## config.mk

```make
export PLATFORM = sky130hd
export DESIGN_NAME = imm_decode_stage
export DESIGN_NICKNAME = d
export VERILOG_FILES = /design/src/rtl/imm_decode_stage_pkg.sv /design/src/rtl/imm_decode_comb.sv /design/src/rtl/imm_decode_stage.sv
export SDC_FILE = /design/constraint.sdc
export NUM_CORES = 1
export LEC_CHECK = 0
export ABC_AREA = 1
export CORE_MARGIN = 8
export CORE_UTILIZATION = 29
export CTS_CLUSTER_SIZE = 20
export DETAILED_ROUTE_END_ITERATION = 8
export PLACE_DENSITY = 0.54
export SETUP_SLACK_MARGIN = 0.2
export SYNTH_ARGS = -nofsm -noshare
export SYNTH_HDL_FRONTEND = slang
export SYNTH_HIERARCHICAL = 1
export SYNTH_SLANG_ARGS = --single-unit
export TNS_END_PERCENT = 10
```

## constraint.sdc

```tcl
create_clock -name clk -period 2.64 [get_ports clk]
set_input_delay 0.528 -clock clk [delete_from_list [all_inputs] [get_ports clk]]
set_output_delay 0.528 -clock clk [all_outputs]
set_load 0.05 [all_outputs]
```

## src/rtl/imm_decode_stage_pkg.sv

```systemverilog
// Shared types and constants for the registered immediate-decode stage.
// Optional feature macro: JAL_IMM_EN (adds JAL decoding, IMM_J).
package imm_pkg;

    // Immediate format of an entry; IMM_J is reserved even when JAL decoding is off.
    typedef enum logic [2:0] {
        IMM_I    = 3'd0,
        IMM_S    = 3'd1,
        IMM_B    = 3'd2,
        IMM_U    = 3'd3,
        IMM_J    = 3'd4,
        IMM_NONE = 3'd7
    } imm_type_t;

    // RV32I major opcodes recognised by the decoder.
    localparam logic [6:0] OPC_LOAD   = 7'b0000011;
    localparam logic [6:0] OPC_OPIMM  = 7'b0010011;
    localparam logic [6:0] OPC_JALR   = 7'b1100111;
    localparam logic [6:0] OPC_STORE  = 7'b0100011;
    localparam logic [6:0] OPC_BRANCH = 7'b1100011;
    localparam logic [6:0] OPC_LUI    = 7'b0110111;
    localparam logic [6:0] OPC_AUIPC  = 7'b0010111;
    localparam logic [6:0] OPC_OP     = 7'b0110011;
    localparam logic [6:0] OPC_JAL    = 7'b1101111;

    // Shift-immediate funct3 codes (SLLI, SRLI/SRAI) under OPC_OPIMM.
    localparam logic [2:0] F3_SLL = 3'b001;
    localparam logic [2:0] F3_SRL = 3'b101;

    // Decoded entry. The immediate is kept at its canonical 32-bit form:
    // every format's bit 31 already equals the sign to replicate, so the
    // top widens it to WIDTH at the output. The tag is stored beside the
    // entry because its width is a per-instance parameter.
    typedef struct packed {
        logic [31:0] imm;
        imm_type_t   imm_type;
        logic        illegal;
    } imm_entry_t;

    // Occupancy of the two-entry skid buffer.
    typedef enum logic [1:0] {
        ST_EMPTY = 2'd0,
        ST_ONE   = 2'd1,
        ST_FULL  = 2'd2
    } skid_state_t;

endpackage

```

## src/rtl/imm_decode_comb.sv

```systemverilog
// Combinational opcode-driven immediate decoder (instr -> imm_entry_t).
// Optional feature macro: JAL_IMM_EN (decode 1101111 as IMM_J).
module imm_decode_comb
    import imm_pkg::*;
(
    input  logic [31:0] i_instr,
    output imm_entry_t  o_entry
);

    logic [6:0] w_opcode;
    logic [2:0] w_funct3;
    logic       w_sign;

    assign w_opcode = i_instr[6:0];
    assign w_funct3 = i_instr[14:12];
    assign w_sign   = i_instr[31];

    // Select immediate format from the opcode; unknown opcodes flag illegal.
    always_comb begin
        // NOTE: every field gets a default first so no path leaves a latch.
        o_entry.imm      = '0;
        o_entry.imm_type = IMM_NONE;
        o_entry.illegal  = 1'b1;
        case (w_opcode)
            OPC_LOAD, OPC_JALR: begin
                o_entry.imm      = {{20{w_sign}}, i_instr[31:20]};
                o_entry.imm_type = IMM_I;
                o_entry.illegal  = 1'b0;
            end
            OPC_OPIMM: begin
                // Shift amounts are unsigned; funct7 in [31:25] is not part of them.
                if (w_funct3 == F3_SLL || w_funct3 == F3_SRL) begin
                    o_entry.imm = {27'b0, i_instr[24:20]};
                end else begin
                    o_entry.imm = {{20{w_sign}}, i_instr[31:20]};
                end
                o_entry.imm_type = IMM_I;
                o_entry.illegal  = 1'b0;
            end
            OPC_STORE: begin
                o_entry.imm      = {{20{w_sign}}, i_instr[31:25], i_instr[11:7]};
                o_entry.imm_type = IMM_S;
                o_entry.illegal  = 1'b0;
            end
            OPC_BRANCH: begin
                o_entry.imm      = {{20{w_sign}}, i_instr[7], i_instr[30:25],
                                    i_instr[11:8], 1'b0};
                o_entry.imm_type = IMM_B;
                o_entry.illegal  = 1'b0;
            end
            OPC_LUI, OPC_AUIPC: begin
                o_entry.imm      = {i_instr[31:12], 12'b0};
                o_entry.imm_type = IMM_U;
                o_entry.illegal  = 1'b0;
            end
            OPC_OP: begin
                // Register-register ops carry no immediate but are legal.
                o_entry.illegal  = 1'b0;
            end
`ifdef JAL_IMM_EN
            OPC_JAL: begin
                o_entry.imm      = {{12{w_sign}}, i_instr[19:12], i_instr[20],
                                    i_instr[30:21], 1'b0};
                o_entry.imm_type = IMM_J;
                o_entry.illegal  = 1'b0;
            end
`endif
            default: begin
                o_entry.imm      = '0;
                o_entry.imm_type = IMM_NONE;
                o_entry.illegal  = 1'b1;
            end
        endcase
    end

endmodule

```

## src/rtl/imm_decode_stage.sv

```systemverilog
// Registered immediate-generation stage with valid/ready handshake,
// two-entry skid buffer and flush. Decode happens at the input and the
// result is registered on accept, giving one cycle of latency.
// Optional feature macro: JAL_IMM_EN (JAL decoding in imm_decode_comb).
module imm_decode_stage
    import imm_pkg::*;
#(
    parameter int WIDTH = 32,
    parameter int TAG_W = 32
) (
    input  logic             clk,
    input  logic             reset,
    input  logic             flush,
    input  logic             in_valid,
    output logic             in_ready,
    input  logic [31:0]      in_instr,
    input  logic [TAG_W-1:0] in_tag,
    output logic             out_valid,
    input  logic             out_ready,
    output logic [WIDTH-1:0] out_imm,
    output logic [2:0]       out_type,
    output logic             out_illegal,
    output logic [TAG_W-1:0] out_tag
);

    imm_entry_t       w_dec;
    logic             w_accept;
    logic             w_fire;

    skid_state_t      r_state;
    imm_entry_t       r_main;
    logic [TAG_W-1:0] r_main_tag;
    imm_entry_t       r_skid;
    logic [TAG_W-1:0] r_skid_tag;

    imm_decode_comb u_decode (
        .i_instr (in_instr),
        .o_entry (w_dec)
    );

    // The skid slot is the only thing that can block the input.
    assign in_ready  = (r_state != ST_FULL) && !reset;
    assign out_valid = (r_state != ST_EMPTY);
    assign w_accept  = in_valid && in_ready;
    assign w_fire    = out_valid && out_ready;

    // Outputs come straight from the main-slot registers; widening is a sign extension.
    assign out_imm     = WIDTH'($signed(r_main.imm));
    assign out_type    = r_main.imm_type;
    assign out_illegal = r_main.illegal;
    assign out_tag     = r_main_tag;

    // Skid-buffer occupancy and data movement; strict FIFO order main -> skid.
    always_ff @(posedge clk) begin
        if (reset) begin
            // NOTE: data registers are cleared too so the outputs read zero after reset, not stale values.
            r_state    <= ST_EMPTY;
            r_main     <= '0;
            r_main_tag <= '0;
            r_skid     <= '0;
            r_skid_tag <= '0;
        end else if (flush) begin
            // Same-cycle accept is dropped; a same-cycle fire was already delivered.
            r_state <= ST_EMPTY;
        end else begin
            // NOTE: non-blocking assignments so every register samples pre-edge values.
            case (r_state)
                ST_EMPTY: begin
                    if (w_accept) begin
                        r_main     <= w_dec;
                        r_main_tag <= in_tag;
                        r_state    <= ST_ONE;
                    end
                end
                ST_ONE: begin
                    if (w_accept && w_fire) begin
                        r_main     <= w_dec;
                        r_main_tag <= in_tag;
                    end else if (w_accept) begin
                        r_skid     <= w_dec;
                        r_skid_tag <= in_tag;
                        r_state    <= ST_FULL;
                    end else if (w_fire) begin
                        r_state    <= ST_EMPTY;
                    end
                end
                ST_FULL: begin
                    if (w_fire) begin
                        r_main     <= r_skid;
                        r_main_tag <= r_skid_tag;
                        r_state    <= ST_ONE;
                    end
                end
                default: r_state <= ST_EMPTY;
            endcase
        end
    end

endmodule

```

==> reports/metrics.cfg <==
[placed_design]
dp_hpwl_um = 14000
numPortBuffers = 138
place_ws_ps = 63.9
gp_congestion = 0.842
placedCellCount = 1601
postPlaceCellArea_sq_um = 8940

[sta]
rsz0062_at_grt = false
maxSlewViolCount = 0
fin_ws_ps = 457
holdWs_ps = 479
slew_headroom_pct = 40.5
hold_viol_final = 0
worst_pin_slew_ps = 892
layout_worst_path_cycle_share_pct = 82.7
period_needed_ps = 2180
report.final.setup_viol = 0
finClkSkew_ps = 8.11
fin_tns_setup_ps = 0
fmax_mhz = 458

[floorplan]
die_y_um = 175
placeableCoreArea_sq_um = 25000
die_w_um = 175
rows = 58
ios = 139
initial_core_util_pct = 29.3
die-area_sq_um = 30500

[cts]
ctsHoldBuffers = 0
cts.sinks = 138
root_buffer = clkbuf_16
insertion_delay_ps = 410
cts_made_buffers = 17
clk_pin_slew_ps = 60
cts.htree.levels = 4
post_cts_buffers = 0
cts.path.max_buffers = 2
cts_tree = done

[cells_and_area]
fill_cells = 2739
fin_nets = 1359
seqCellArea_sq_um = 2760
final_cell_mix = nand2_1 (361), nor2_1 (236), dfxtp_1 (138)
layout-drive-gt1-share_pct = 6.07
layout_commonest_cell = nand2_1
final_area_sq_um = 9560
syn_to_final_growth_pct = 30.8
diodes = 0
final_util_pct = 38.3
final_cells = 1632
multi_input_area_sq_um = 3760

[setup_path]
startpoint_type = input port
r2r_setup_slack_ps = 600
cp-end-kind = flip-flop
worstPathRequired_ps = 2980
arrival_ps = 2530
path_class = input port to flip-flop
crit_fanout = 20

[yosys]
synthTopCellsByArea = dfxtp_1 (38%), nand2_1 (19%), nor2_1 (12%)
yosysSeqAreaShare_pct = 37.8
synth_area_sq_um = 7310
syn_area_per_cell_sq_um = 6.11
netlist.area_leader.share_pct = 37.8
ys_seq_elements = 138
syn-instance-count = 1195
netlist.top_cell.by_area = dfxtp_1
ys_warn_count = 6
syn_nets = 1264
synth_cell_types = 27

[power_and_ir_drop]
vdd_ir_drop_max_v = 0.000356
p_clk_share_pct = 44.9
p_comb_share_pct = 16.2
power.switching_mw = 1.55
swShare_pct = 27.4
p_per_area_nw_per_um2 = 592
seq_power_share_pct = 38.9
power.internal_mw = 4.11
leakage_nw = 4.38
total_power_mw = 5.66

[grt]
grt_pass1_wl_um = 36400
grt_pass1_vias = 6913
antenna_found_initial = 0
grt_max_degree = 91
overflow = 0
gr-usage-all-layers_pct = 14.3

[drt]
ant_nets = 0
remaining_drc_errors = 0
wl_um = 21900
vias = 7423
via_per_inst = 4.55
dr.pass1.iters = 7
drt_iter0_drc = 543
wl_per_cell_um = 13.4

[hold_path]
hold_class = flip-flop to flip-flop

[flow_run]
drv_cap = 0

[run_status]
status = complete, no violations

-- state kept, by name, indices dropped and copies added (netlist names) --
| name | flops |
|---|---|
| out_illegal | 1 |
| r_skid | 36 |
| r_state | 2 |
| out_tag | 32 |
| out_type | 3 |
| r_skid_tag | 32 |
| out_imm | 32 |
-- worst max-delay path: stages --
cell	delay, ps
clkdlybuf4s50_1	500
inv_2	150
nand2_4	70
nor2_4	190
nand3_1	130
nand2_2	340
nor2_1	100
nand2_1	110
nand2_1	60
nand2_1	90
inv_1	40
nand3_1	70
nand2_1	50
nor2_1	100
-- routing by layer --
| metal | wire length, um | GRT usage [%] | vias to the layer above | part of all wire, % |
|---|---|---|---|---|
| li1 | - | - | 3898 | - |
| met1 | 10500 | 18.1 | 3353 | 48 |
| met2 | 10000 | 23.6 | 160 | 46 |
| met3 | 1170 | 3.91 | 12 | 5.4 |
| met4 | 154 | 3.43 | 0 | 0.70 |
| met5 | 0 | 0 | - | 0 |
-- synth_stat cells, drive strengths merged --
cell type	number
nor3	3
dfxtp	138
nand3	114
inv	99
a21oi	71
xor2	1
o211ai	1
clkbuf	43
o21bai	3
o21ai	69
clkinv	1
nand4	1
nor2	241
buf	40
nand2	370
-- logic make-up (layout without fill, tap and decap cells) --
group / Yosys count / in the layout / synth area share, %
buffers and inverters: 183 / 290 / 10.9
DFF: 138 / 138 / 37.8
and+or+nand+nor: 729 / 729 / 41.0
xor gates and xnor gates: 1 / 1 / 0.120
AOI/OAI and AO/OA: 144 / 144 / 10.2
-- cell type report --
type / instances / area share (%)
multi-input cells: 874 / 39.4
flip-flops and latches: 138 / 28.9
repair buffers: 159 / 17.0
clock buffers: 19 / 4.64
well taps: 330 / 4.32
inverters: 100 / 3.95
clock inverters: 12 / 1.82
-- power by group through the flow --
stage / clock, mW / sequential (mW) / combinational [mW]
detailed placement: 0 / 2.25 / 0.926
floorplan: 0 / 2.48 / 0.345
CTS: 2.64 / 2.20 / 0.928
global route: 2.73 / 2.21 / 1.00
global placement: 0 / 2.25 / 0.928
finish: 2.54 / 2.20 / 0.917
-- timing repair --
item | 4_1_cts | 5_1_grt
endpoints found under the setup margin | 1 | 0
resized for setup | 1 | 0
endpoints found under the hold margin | 0 | 0
-- final timing paths --
| check | from | to | cells past startpoint |
|---|---|---|---|
| worst max-delay path | in_instr[6] | out_imm[30] | 14 |
| worst min-delay path | out_tag[23] | out_tag[23] | 2 |
| worst max register to register | r_state[0] | out_illegal | 8 |
| worst min register to register | out_tag[23] | out_tag[23] | 2 |
No activity file was read; power rests on OpenSTA's default activity.
